<file path="config.mk">
export PLATFORM = sky130hd
export DESIGN_NAME = router_fsm13
export DESIGN_NICKNAME = d
export VERILOG_FILES = /design/src/rtl/router13_pkg.sv /design/src/rtl/router_fsm13.sv
export SDC_FILE = /design/constraint.sdc
export NUM_CORES = 1
export LEC_CHECK = 0
export BUFFER_PORTS_ARGS = -buffer_cell sky130_fd_sc_hd__buf_2
export CORE_AREA = 2 2 39 41
export CTS_BUF_LIST = sky130_fd_sc_hd__clkbuf_16
export CTS_CLUSTER_SIZE = 8
export DETAILED_ROUTE_END_ITERATION = 7
export DIE_AREA = 0 0 41 43
export GPL_TIMING_DRIVEN = 0
export PLACE_DENSITY_LB_ADDON = 0.2
export SLEW_MARGIN = 0
export SYNTH_ARGS = -nofsm -noshare
export SYNTH_HDL_FRONTEND = slang
export SYNTH_SLANG_ARGS = --single-unit
</file>
<file path="constraint.sdc">
create_clock -name clk -period 2.4 [get_ports clk]
set_clock_uncertainty 0.05 [all_clocks]
set_input_delay 0.36 -clock clk [delete_from_list [all_inputs] [get_ports clk]]
set_output_delay 0.36 -clock clk [all_outputs]
set_load 0.02 [all_outputs]
</file>
<file path="src/rtl/router13_pkg.sv">
// Shared constants and state encoding for the router input-path controller.
// Latency: n/a (types and helpers only).
// Backpressure: n/a.
package router13_pkg;

    // Controller states, binary encoded in 4 bits.
    typedef enum logic [3:0] {
        DECODE_ADDRESS     = 4'd0,
        LOAD_FIRST_DATA    = 4'd1,
        LOAD_DATA          = 4'd2,
        LOAD_PARITY        = 4'd3,
        FIFO_FULL_STATE    = 4'd4,
        LOAD_AFTER_FULL    = 4'd5,
        WAIT_TILL_EMPTY    = 4'd6,
        CHECK_PARITY_ERROR = 4'd7,
        DROP_PACKET        = 4'd8
    } state_t;

    // Header address value that selects no FIFO; such packets are dropped.
    localparam logic [1:0] ADDR_INVALID = 2'd3;

    // Number of output FIFOs behind the router.
    localparam int NUM_FIFOS = 3;

    // Pick the per-FIFO flag for an address; the invalid address maps to 0
    // so a dropped packet can never see an empty flag or a soft reset.
    function automatic logic fifo_sel(input logic [NUM_FIFOS-1:0] flags,
                                      input logic [1:0]           addr);
        logic bit_sel;
        case (addr)
            2'd0:    bit_sel = flags[0];
            2'd1:    bit_sel = flags[1];
            2'd2:    bit_sel = flags[2];
            default: bit_sel = 1'b0;
        endcase
        return bit_sel;
    endfunction

endpackage

</file>
<file path="src/rtl/router_fsm13.sv">
// Packet controller: sequences header, payload, full-stall and parity handling.
// Latency: Moore outputs, one cycle from input change to output change.
// Backpressure: busy holds the source; fifofull stalls in FIFO_FULL_STATE.
module router_fsm13
    import router13_pkg::*;
(
    input  logic       clk,
    input  logic       reset,
    input  logic       pktvalid,
    input  logic [1:0] datain,
    input  logic       fifofull,
    input  logic [2:0] fifoempty,
    input  logic [2:0] softreset,
    input  logic       paritydone,
    input  logic       lowpktvalid,
    output logic       detectadd,
    output logic       lfdstate,
    output logic       ldstate,
    output logic       fullstate,
    output logic       lafstate,
    output logic       rstintreg,
    output logic       writeenbreg,
    output logic       busy,
    output logic [1:0] dest
);

    state_t     state_q;
    state_t     state_d;
    logic [1:0] dest_q;
    logic       dest_soft;   // soft reset of the FIFO this packet targets
    logic       hdr_empty;   // empty flag of the FIFO named by the header
    logic       dest_empty;  // empty flag of the latched destination

    assign dest_soft  = fifo_sel(softreset, dest_q);
    assign hdr_empty  = fifo_sel(fifoempty, datain);
    assign dest_empty = fifo_sel(fifoempty, dest_q);

    // State register; asynchronous reset returns to address decode.
    always_ff @(posedge clk or posedge reset) begin
        if (reset) begin
            state_q <= DECODE_ADDRESS;
        end else begin
            state_q <= state_d;
        end
    end

    // Destination latch: captured on the header byte, held for the packet.
    always_ff @(posedge clk or posedge reset) begin
        if (reset) begin
            dest_q <= 2'd0;
        end else if (state_q == DECODE_ADDRESS && pktvalid) begin
            dest_q <= datain;
        end
    end

    // Next-state logic; a soft reset of the selected FIFO overrides the table.
    always_comb begin
        state_d = state_q;
        if (state_q != DECODE_ADDRESS && dest_soft) begin
            state_d = DECODE_ADDRESS;
        end else begin
            case (state_q)
                DECODE_ADDRESS: begin
                    if (pktvalid) begin
                        if (datain == ADDR_INVALID) begin
                            state_d = DROP_PACKET;
                        end else if (hdr_empty) begin
                            state_d = LOAD_FIRST_DATA;
                        end else begin
                            state_d = WAIT_TILL_EMPTY;
                        end
                    end
                end
                WAIT_TILL_EMPTY: begin
                    if (dest_empty) begin
                        state_d = LOAD_FIRST_DATA;
                    end
                end
                LOAD_FIRST_DATA: begin
                    state_d = LOAD_DATA;
                end
                LOAD_DATA: begin
                    // A full FIFO takes precedence over the end of payload.
                    if (fifofull) begin
                        state_d = FIFO_FULL_STATE;
                    end else if (!pktvalid) begin
                        state_d = LOAD_PARITY;
                    end
                end
                FIFO_FULL_STATE: begin
                    if (!fifofull) begin
                        state_d = LOAD_AFTER_FULL;
                    end
                end
                LOAD_AFTER_FULL: begin
                    if (paritydone) begin
                        state_d = DECODE_ADDRESS;
                    end else if (lowpktvalid) begin
                        state_d = LOAD_PARITY;
                    end else begin
                        state_d = LOAD_DATA;
                    end
                end
                LOAD_PARITY: begin
                    state_d = CHECK_PARITY_ERROR;
                end
                CHECK_PARITY_ERROR: begin
                    if (fifofull) begin
                        state_d = FIFO_FULL_STATE;
                    end else begin
                        state_d = DECODE_ADDRESS;
                    end
                end
                DROP_PACKET: begin
                    if (!pktvalid) begin
                        state_d = DECODE_ADDRESS;
                    end
                end
                default: begin
                    state_d = DECODE_ADDRESS;
                end
            endcase
        end
    end

    // Moore output decode from the registered state.
    always_comb begin
        detectadd   = (state_q == DECODE_ADDRESS);
        lfdstate    = (state_q == LOAD_FIRST_DATA);
        ldstate     = (state_q == LOAD_DATA);
        fullstate   = (state_q == FIFO_FULL_STATE);
        lafstate    = (state_q == LOAD_AFTER_FULL);
        rstintreg   = (state_q == CHECK_PARITY_ERROR);
        writeenbreg = (state_q == LOAD_DATA)   ||
                      (state_q == LOAD_PARITY) ||
                      (state_q == LOAD_AFTER_FULL);
        busy        = !((state_q == DECODE_ADDRESS) ||
                        (state_q == LOAD_DATA)      ||
                        (state_q == DROP_PACKET));
        dest        = dest_q;
    end

endmodule

</file>
==> impl_metrics.env, run 1 <==
export IMPL_crit_path_end_kind="register"
export IMPL_fin_cells=117
export IMPL_avgSynthCellArea_sq_um=7.96
export IMPL_hp_class="input pin to register"
export IMPL_status="complete, no violations"
export IMPL_async_reset_ff_share_pct=100
export IMPL_crit_path_max_fanout=4
export IMPL_grt_ovfl_total=0
export IMPL_dpl_cell_count=113
export IMPL_fin_crit_ns=2.00
export IMPL_nets=117
export IMPL_yosysWarnings=0
export IMPL_syn_to_final_growth_pct=37.4
export IMPL_critPathLaunchType="register"
export IMPL_h_tree_depth=1
export IMPL_cts_tree="done"
export IMPL_cts_resized=0
export IMPL_maxSlewViolCount=0
export IMPL_setup_tns_ns=0
export IMPL_setup_viol=0
export IMPL_drc=0
export IMPL_ys_seq_area_share_pct=25.5
export IMPL_row_count=14
export IMPL_cp_arrival_ns=2.05
export IMPL_worstPathRequired_ns=2.45
export IMPL_clkSlewWorstSetupHoldPaths_ns=0.03
export IMPL_p_leak_nw=0.380
export IMPL_viasPerCell=5.65
export IMPL_synth_edff_count=0
export IMPL_vias=661
export IMPL_grt_max_degree=11
export IMPL_ctsLongestPathBuffers=2
export IMPL_fmax_ghz=0.500
export IMPL_cap_violations=0
export IMPL_grt_pass1_vias=579
export IMPL_drt_antenna_violating_nets=0
export IMPL_ys_ff_latch=6
export IMPL_die_h_um=43
export IMPL_syn_area_sq_um=589
export IMPL_rsz0062_at_grt="false"
export IMPL_min_period_over_period_pct=83.3
export IMPL_post_drt_wl_per_cell_um=12.5
export IMPL_finalWirelength_um=1470
export IMPL_port_buffers=23
export IMPL_maxSlewHeadroom_pct=63.3
export IMPL_grt_usage_pct=20.6
export IMPL_clock_latency_ns=0.23
export IMPL_critPathKind="register to register"
export IMPL_dieArea_sq_mm=0.00176
export IMPL_cts_buffers=3
export IMPL_start_util_pct=42.6
export IMPL_cts_sinks=6
export IMPL_pwr_density_cell_mw_per_mm2=1260
export IMPL_grt_pass1_wl_um=2410
export IMPL_syn_nets=88
export IMPL_fillCellCount=150
export IMPL_place_congestion=0.842
export IMPL_clock_root_buffer="clkbuf_16"
export IMPL_final_hold_viol_count=0
export IMPL_postSynthCellCount=74
export IMPL_num_io_pins=24
export IMPL_ir_drop_uv=785
export IMPL_drtIter0Drc=17
export IMPL_post_dp_hpwl_um=1110
export IMPL_synthFlopType="dfrtp_1"
export IMPL_tightest_slew_ns=0.546
export IMPL_antenna_found_initial=0
export IMPL_r2r_slack_ns=0.40
export IMPL_firstDrtPassIters=4
export IMPL_die_w_um=41
export IMPL_synth_cell_type_count=32
export IMPL_num_antenna_cells=0
export IMPL_core_sq_mm=0.00138
export IMPL_layout_drive_gt1_share_pct=30.7
## sequential cells by signal (all words and copies together) (netlist names)
register  cells
dest          2
state_q       4
## cells in the final DEF, fill, tap and decap left out, types with 2 or more instances in the layout
cell type | Yosys | routed
buf_2 | 0 | 23
nor2_1 | 10 | 10
dfrtp_1 | 6 | 6
mux2i_1 | 5 | 5
clkbuf_1 | 4 | 4
nand2_1 | 4 | 4
a21oi_1 | 4 | 4
nand3b_1 | 3 | 3
o21a_1 | 3 | 3
o21ai_0 | 3 | 3
inv_1 | 3 | 3
nand2b_1 | 3 | 3
nor3_1 | 3 | 3
clkbuf_16 | 0 | 3
nand3_1 | 2 | 2
a2bb2oi_1 | 2 | 2
mux2_2 | 2 | 2
## repair_timing
action	4_1_cts	5_1_grt
hold buffers	1	0
buffers inserted	0	0
hold endpoints to repair	6	0
## area by class of cell
type | instances | area [sq um] | share of cell area [%]
Multi-Input combinational cell | 61 | 413 | 51.0
Sequential cell | 6 | 150 | 18.5
Timing Repair Buffer | 24 | 125 | 15.5
Clock buffer | 3 | 75.1 | 9.27
Tap cell | 16 | 20.0 | 2.47
Buffer | 4 | 15.0 | 1.85
Inverter | 3 | 11.3 | 1.39
## report_power, final
| group | switching (mW) | internal (mW) | leakage (nW) |
|---|---|---|---|
| combinational | 0.323 | 0.235 | 0.266 |
| clock | 0.0495 | 0.213 | 0.0370 |
| sequential | 0.0596 | 0.141 | 0.0765 |
| total | 0.432 | 0.588 | 0.380 |
## cells in the mapped netlist (2+ instances only)
| cell | number | area, sq um |
|---|---|---|
| nor2_1 | 10 | 37.5 |
| dfrtp_1 | 6 | 150 |
| mux2i_1 | 5 | 50.1 |
| a21oi_1 | 4 | 20.0 |
| clkbuf_1 | 4 | 15.0 |
| nand2_1 | 4 | 15.0 |
| inv_1 | 3 | 11.3 |
| nand2b_1 | 3 | 18.8 |
| nand3b_1 | 3 | 22.5 |
| nor3_1 | 3 | 15.0 |
| o21a_1 | 3 | 22.5 |
| o21ai_0 | 3 | 15.0 |
| a2bb2oi_1 | 2 | 17.5 |
| mux2_2 | 2 | 22.5 |
| nand3_1 | 2 | 10.0 |
## path summary, 6_finish.rpt
| kind | start | to | cells past startpoint |
|---|---|---|---|
| worst max-delay path | state_q[2]$_DFFE_PP0P_ | state_q[1]$_DFFE_PP0P_ | 5 |
| worst min-delay path | datain[0] | state_q[3]$_DFFE_PP0P_ | 3 |
| worst max register to register | state_q[2]$_DFFE_PP0P_ | state_q[1]$_DFFE_PP0P_ | 5 |
| worst min register to register | dest[0]$_DFFE_PP0P_ | dest[0]$_DFFE_PP0P_ | 1 |
| max in group asynchronous | reset | state_q[1]$_DFFE_PP0P_ | 3 |
| min in group asynchronous | reset | dest[0]$_DFFE_PP0P_ | 3 |
## cells by family (layout without fill, tap and decap cells)
family,count (synthesis),count (layout),share of synthesized area (%)
fa+ha+maj,1,1,1.70
simple gates,31,31,29.3
flops,6,6,25.5
mux,8,8,14.2
buf+inv,7,34,4.46
compound gates,21,21,24.8
## critical path, cell delays in order, from the launching register on
cell and delay, ns:
dfrtp_1 0.39, nand2b_2 0.21, or4b_1 0.51, a21o_1 0.20, a21oi_2 0.17, mux2_1 0.35
## per-stage QoR
stage               worst slack, ns  utilization, %  total power [mW]  hold slack, ns  instance area (sq um)
floorplan                     0.471               -             0.605           0.101                    589
global placement              0.451            52.4             0.744           0.217                    724
detailed placement            0.428            52.4             0.753           0.218                    724
CTS                           0.400            58.5              1.02           0.380                    810
global route                  0.309            58.5              1.09           0.418                    810
finish                        0.401            58.5              1.02           0.380                    810
## per-layer routing
| metal | track usage (%) | up-vias | share of wire [%] |
|---|---|---|---|
| met5 | 0 | - | 0 |
| met4 | 16.0 | 0 | 2.9 |
| met3 | 5.24 | 4 | 3.8 |
| met2 | 27.5 | 14 | 48 |
| met1 | 27.0 | 315 | 45 |
| li1 | - | 328 | - |
Power figures use the tool's default switching activity.
==> run 2, diff against run 1 <==
==> constraint.sdc (replaced) <==
create_clock -name clk -period 2 [get_ports clk]
set_clock_uncertainty 0.05 [all_clocks]
set_input_delay 0.3 -clock clk [delete_from_list [all_inputs] [get_ports clk]]
set_output_delay 0.3 -clock clk [all_outputs]
set_load 0.02 [all_outputs]
==> impl_metrics.env, run 2 (synthesis gave the netlist of run 1 again) <==
export IMPL_antenna_found_initial=0
export IMPL_top_register="state_q"
export IMPL_core_sq_mm=0.00138
export IMPL_post_drt_wl_per_cell_um=12.6
export IMPL_final_area_sq_um=841
export IMPL_cts_buffers=3
export IMPL_final_common_cell="buf_2"
export IMPL_r2r_start="state_q[2]$_DFFE_PP0P_"
export IMPL_vias=663
export IMPL_fin_cells=118
export IMPL_min_period_over_period_pct=96.2
export IMPL_die_h_um=43
export IMPL_syn_to_final_growth_pct=42.7
export IMPL_place_congestion=0.842
export IMPL_finalWirelength_um=1490
export IMPL_critPathKind="register to register"
export IMPL_grt_pass1_wl_um=2410
export IMPL_die_w_um=41
export IMPL_placed_cell_area_sq_um=724
export IMPL_pwr_share_comb_pct=55.8
export IMPL_crit_path_end_kind="register"
export IMPL_grt_ovfl_total=0
export IMPL_maxSlewHeadroom_pct=67.1
export IMPL_critPathLaunchType="register"
export IMPL_rr_worst_depth=5
export IMPL_firstDrtPassIters=4
export IMPL_maxSlewViolCount=0
export IMPL_largest_reg_flops=4
export IMPL_cts_tree="done"
export IMPL_cap_violations=0
export IMPL_viasPerCell=5.62
export IMPL_dieArea_sq_mm=0.00176
export IMPL_post_dp_hpwl_um=1110
export IMPL_setup_tns_ns=0
export IMPL_hold_path_depth=3
export IMPL_row_count=14
export IMPL_grt_max_degree=11
export IMPL_cts_sinks=6
export IMPL_worstPathRequired_ns=2.05
export IMPL_status="complete, no violations"
export IMPL_fmax_ghz=0.520
export IMPL_dpl_cell_count=113
export IMPL_p_leak_nw=0.396
export IMPL_ctsLongestPathBuffers=2
export IMPL_layout_drive_gt1_share_pct=35.3
export IMPL_final_cell_mix="23 x buf_2, 10 x nor2_1, 5 x mux2i_1, 5 x dfrtp_1"
export IMPL_port_buffers=23
export IMPL_r2r_slack_ns=0.08
export IMPL_rsz0062_at_grt="false"
export IMPL_h_tree_depth=1
export IMPL_hp_class="input pin to register"
export IMPL_seq_power_share_pct=19.6
export IMPL_pwr_density_cell_mw_per_mm2=1520
export IMPL_holdCritStartpoint="datain[0]"
export IMPL_ir_drop_uv=987
export IMPL_fin_crit_ns=1.92
export IMPL_reg2reg_to="state_q[1]$_DFFE_PP0P_"
export IMPL_switching_share_pct=41.8
export IMPL_drc=0
export IMPL_grt_pass1_vias=579
export IMPL_num_io_pins=24
export IMPL_final_hold_viol_count=0
export IMPL_clkSlewWorstSetupHoldPaths_ns=0.03
export IMPL_p_int_mw=0.746
export IMPL_setup_viol=0
export IMPL_cp_arrival_ns=1.98
export IMPL_drtIter0Drc=16
export IMPL_holdWs_ns=0.324
export IMPL_crit_path_max_fanout=4
export IMPL_clock_latency_ns=0.23
export IMPL_tightest_slew_ns=0.493
export IMPL_p_switching_mw=0.536
export IMPL_start_util_pct=42.6
export IMPL_grt_usage_pct=20.6
export IMPL_nets=118
export IMPL_drt_antenna_violating_nets=0
export IMPL_fillCellCount=146
export IMPL_clkPwrFrac_pct=24.6
export IMPL_num_antenna_cells=0
export IMPL_clock_root_buffer="clkbuf_16"
export IMPL_hold_path_end="state_q[3]$_DFFE_PP0P_"
==> run 2: cell types whose count changed in the layout (fill, tap and decap cells not counted) <==
| cell | delta |
|---|---|
| nand2b_4 | +1 |
| nor4_4 | +1 |
| buf_4 | +1 |
| clkbuf_2 | +1 |
| nand2b_2 | -1 |
| or4b_1 | -1 |
| mux2_4 | +1 |
| clkbuf_1 | -1 |
| dfrtp_2 | +1 |
| nor4_2 | -1 |
| or4b_4 | +1 |
| dfrtp_1 | -1 |
| mux2_1 | -1 |
==> run 2: worst max-delay path, stage by stage (launching register included) <==
cell and delay [ns]:
dfrtp_1 0.39, nand2b_4 0.16, or4b_4 0.47, a21o_1 0.22, a21oi_2 0.19, mux2_4 0.32
==> run 2: worst max-delay path by stage <==
stage	cells after the start	end	startpoint	slack (ns)
6_report	5	state_q[1]$_DFFE_PP0P_	state_q[2]$_DFFE_PP0P_	0.08
5_1_grt	6	state_q[2]$_DFFE_PP0P_	state_q[2]$_DFFE_PP0P_	0.005
4_1_cts	5	state_q[1]$_DFFE_PP0P_	state_q[2]$_DFFE_PP0P_	0.02
3_5_place_dp	5	state_q[1]$_DFFE_PP0P_	state_q[2]$_DFFE_PP0P_	0.03
3_3_place_gp	5	state_q[1]$_DFFE_PP0P_	state_q[1]$_DFFE_PP0P_	0.05
2_1_floorplan	5	state_q[1]$_DFFE_PP0P_	state_q[2]$_DFFE_PP0P_	0.07
==> run 2: area by class of cell <==
class,count,area [sq um],share of cell area (%)
Sequential cell,6,151,18.0
Inverter,3,11.3,1.34
Tap cell,16,20.0,2.38
Timing Repair Buffer,25,133,15.8
Multi-Input combinational cell,61,434,51.6
Clock buffer,3,75.1,8.93
Buffer,4,16.3,1.93
==> run 2: power by group through the flow <==
| stage | combinational [mW] | sequential, mW | clock, mW |
|---|---|---|---|
| finish | 0.715 | 0.251 | 0.315 |
| global route | 0.780 | 0.262 | 0.324 |
| CTS | 0.668 | 0.237 | 0.321 |
| detailed placement | 0.666 | 0.238 | 0 |
| global placement | 0.656 | 0.236 | 0 |
| floorplan | 0.477 | 0.250 | 0 |
==> run 2: repair_timing <==
item	in CTS	in global routing
endpoints found under the hold margin	6	0
hold buffers	1	0
gates resized for setup	0	7
buffers inserted	0	1
endpoints found under the setup margin	0	2
==> run 2: metal layers <==
metal	track usage (%)	share of wire, %	vias to the layer above
met5	0	0	-
met4	16.0	2.8	0
met3	5.24	3.7	4
met2	27.5	47	16
met1	27.0	46	314
li1	-	-	329
==> run 2: per-stage QoR <==
step                      utilization (%)  setup slack [ns]  power (mW)
after floorplan                         -            0.0706       0.726
after global placement               52.4            0.0507       0.892
after detailed placement             52.4            0.0275       0.904
after CTS                            58.5            0.0205        1.23
after global routing                 60.8           0.00481        1.37
final                                60.8            0.0754        1.28
==> run 3, diff against run 2 <==
--- a/config.mk
+++ b/config.mk
@@ -5,12 +5,13 @@
 export SDC_FILE = /design/constraint.sdc
 export NUM_CORES = 1
 export LEC_CHECK = 0
+export ABC_AREA = 1
 export BUFFER_PORTS_ARGS = -buffer_cell sky130_fd_sc_hd__buf_2
-export CORE_AREA = 2 2 39 41
+export CORE_MARGIN = 2
+export CORE_UTILIZATION = 47
 export CTS_BUF_LIST = sky130_fd_sc_hd__clkbuf_16
 export CTS_CLUSTER_SIZE = 8
 export DETAILED_ROUTE_END_ITERATION = 7
-export DIE_AREA = 0 0 41 43
 export GPL_TIMING_DRIVEN = 0
 export PLACE_DENSITY_LB_ADDON = 0.2
 export SLEW_MARGIN = 0
==> impl_metrics.env, run 3 <==
export IMPL_cp_arrival_ns=1.31
export IMPL_cap_violations=0
export IMPL_layout_drive_gt1_share_pct=32.3
export IMPL_yosys_top_cells_area="dfrtp_1 24%, nand2_1 18%, nand3_1 12%, inv_1 9.5%, nor2_2 5.0%"
export IMPL_final_cell_mix="30 x nand2_1, 23 x buf_2, 16 x inv_1, 15 x nand3_1, 8 x nor2_1"
export IMPL_crit_path_max_fanout=8
export IMPL_pwr_share_comb_pct=60.1
export IMPL_synth_common_cells="30 x nand2_1, 16 x inv_1, 15 x nand3_1"
export IMPL_holdCritStartpoint="datain[1]"
export IMPL_clock_root_buffer="clkbuf_16"
export IMPL_dieArea_sq_mm=0.00165
export IMPL_setup_ws_ns=0.340
export IMPL_post_drt_wl_per_cell_um=10.3
export IMPL_setup_viol=0
export IMPL_nets=149
export IMPL_fin_crit_ns=1.66
export IMPL_synth_compound_area_share_pct=8.32
export IMPL_finalWirelength_um=1530
export IMPL_die_h_um=40.7
export IMPL_largest_reg_flops=4
export IMPL_worstPathRequired_ns=1.65
export IMPL_drc=0
export IMPL_syn_nets=120
export IMPL_async_reset_ff_share_pct=100
export IMPL_fillCellCount=131
export IMPL_final_hold_viol_count=0
export IMPL_ys_ff_latch=6
export IMPL_yosysWarnings=0
export IMPL_num_antenna_cells=0
export IMPL_cts_sinks=6
export IMPL_fmax_ghz=0.602
export IMPL_synthMuxAreaShare_pct=0
export IMPL_dpl_cell_count=144
export IMPL_grt_pass1_wl_um=2440
export IMPL_rr_worst_depth=7
export IMPL_setup_tns_ns=0
export IMPL_synth_adder_area_share_pct=0
export IMPL_hold_path_depth=3
export IMPL_drt_antenna_violating_nets=0
export IMPL_viasPerCell=4.89
export IMPL_place_congestion=0.790
export IMPL_r2r_start="state_q[3]$_DFFE_PP0P_"
export IMPL_cts_buffers=3
export IMPL_num_io_pins=24
export IMPL_hold_path_end="dest[1]$_DFFE_PP0P_"
export IMPL_firstDrtPassIters=4
export IMPL_final_common_cell="nand2_1"
export IMPL_switching_share_pct=48.4
export IMPL_reg2reg_to="state_q[1]$_DFFE_PP0P_"
export IMPL_start_util_pct=49.2
export IMPL_r2r_slack_ns=0.61
export IMPL_antenna_found_initial=0
export IMPL_min_period_over_period_pct=83.0
export IMPL_tightest_slew_ns=0.242
export IMPL_port_buffers=23
export IMPL_clkSlewWorstSetupHoldPaths_ns=0.03
export IMPL_rsz0062_at_grt="false"
export IMPL_core_sq_mm=0.00128
export IMPL_p_switching_mw=0.660
export IMPL_synth_cell_type_count=19
export IMPL_synth_top_family_by_area="simple AND/OR/NAND/NOR gates"
export IMPL_grt_max_degree=9
export IMPL_grt_pass1_vias=617
export IMPL_cts_tree="done"
export IMPL_clock_latency_ns=0.22
export IMPL_hold_buffers=1
export IMPL_seq_power_share_pct=16.9
export IMPL_status="complete, no violations"
export IMPL_ys_seq_area_share_pct=23.8
export IMPL_cts_resized=0
export IMPL_synth_edff_count=0
export IMPL_place_ws_ns=0.587
export IMPL_p_leak_nw=0.523
export IMPL_top_register="state_q"
export IMPL_ctsLongestPathBuffers=2
export IMPL_yosysMostFrequentCell="nand2_1"
export IMPL_ir_drop_uv=1090
export IMPL_maxSlewHeadroom_pct=83.8
export IMPL_hp_class="input pin to register"
export IMPL_post_dp_hpwl_um=1210
export IMPL_pwr_density_cell_mw_per_mm2=1600
export IMPL_grt_usage_pct=23.1
export IMPL_avgSynthCellArea_sq_um=5.96
export IMPL_row_count=13
export IMPL_yosys_area_share_xor_xnor_pct=0
export IMPL_postSynthCellCount=106
export IMPL_yosysTopAreaCellShare_pct=23.8
export IMPL_h_tree_depth=1
export IMPL_synth_simple_gate_area_share_pct=54.3
export IMPL_syn_to_final_growth_pct=34.7
export IMPL_fin_cells=148
export IMPL_post_cts_buffers=0
export IMPL_critPathKind="register to output pin"
export IMPL_critPathLaunchType="register"
export IMPL_vias=724
export IMPL_syn_area_sq_um=632
export IMPL_synth_top_area_cell="dfrtp_1"
export IMPL_crit_path_end_kind="output pin"
export IMPL_p_int_mw=0.704
export IMPL_drtIter0Drc=13
export IMPL_clkPwrFrac_pct=23.0
export IMPL_synthFlopType="dfrtp_1"
export IMPL_maxSlewViolCount=0
export IMPL_die_w_um=40.7
export IMPL_grt_ovfl_total=0
run 3: cell count changes after synthesis, sizes merged, moves of 4 or more:
cell	delta
clkbuf	-4
inv	+16
mux2i	-5
nand2	+31
nand2b	-4
nand3	+15
nor2	+4
run 3: cell families (layout without fill, tap and decap cells):
family,count (synthesis),in the layout
buffers and inverters,21,48
flip-flops,6,6
AO/OA/AOI/OAI,10,10
AND/OR/NAND/NOR,69,69
run 3: worst max-delay path by stage:
| stage | startpoint | endpoint | slack, ns | cells after the start |
|---|---|---|---|---|
| after floorplan | state_q[1]$_DFFE_PP0P_ | busy | 0.51 | 6 |
| after global placement | state_q[3]$_DFFE_PP0P_ | busy | 0.60 | 5 |
| after detailed placement | state_q[3]$_DFFE_PP0P_ | busy | 0.59 | 5 |
| after CTS | state_q[3]$_DFFE_PP0P_ | busy | 0.34 | 5 |
| after global routing | state_q[3]$_DFFE_PP0P_ | lfdstate | 0.27 | 4 |
| final | state_q[3]$_DFFE_PP0P_ | busy | 0.34 | 5 |
run 3: per-layer routing:
layer	vias to the layer above	wire length, um	GRT usage, %
met3	0	29	4.89
met4	0	0	12.5
met2	10	720	34.9
met1	329	776	30.6
met5	-	0	0
li1	385	-	-
run 3: critical path, cell delays in order (launching register included):
cell and delay (ns):
dfrtp_1 0.44, nor2_4 0.25, nand2_1 0.10, inv_1 0.09, a21oi_1 0.04, buf_2 0.16
run 3: power by group through the flow:
stage          combinational, mW  clock, mW  sequential (mW)
2_1_floorplan              0.599          0            0.244
3_3_place_gp               0.807          0            0.226
3_5_place_dp               0.812          0            0.229
4_1_cts                    0.821      0.320            0.228
5_1_grt                    0.915      0.324            0.237
6_report                   0.820      0.314            0.230
run 3: final cells by class:
type | count | area, sq um | area share [%]
tap | 15 | 18.8 | 2.21
multi-input combinational | 79 | 395 | 46.5
sequential | 6 | 150 | 17.6
buffer | 1 | 11.3 | 1.32
inverter | 20 | 75.1 | 8.82
timing repair buffer | 24 | 125 | 14.7
clock buffer | 3 | 75.1 | 8.82
run 3: metrics by stage:
step | util (%) | instance area, sq um | hold slack, ns | power, mW
2_1_floorplan | - | 632 | 0.0410 | 0.843
3_3_place_gp | 59.6 | 766 | 0.158 | 1.03
3_5_place_dp | 59.6 | 766 | 0.158 | 1.04
4_1_cts | 66.2 | 851 | 0.304 | 1.37
5_1_grt | 66.2 | 851 | 0.339 | 1.48
6_report | 66.2 | 851 | 0.309 | 1.36
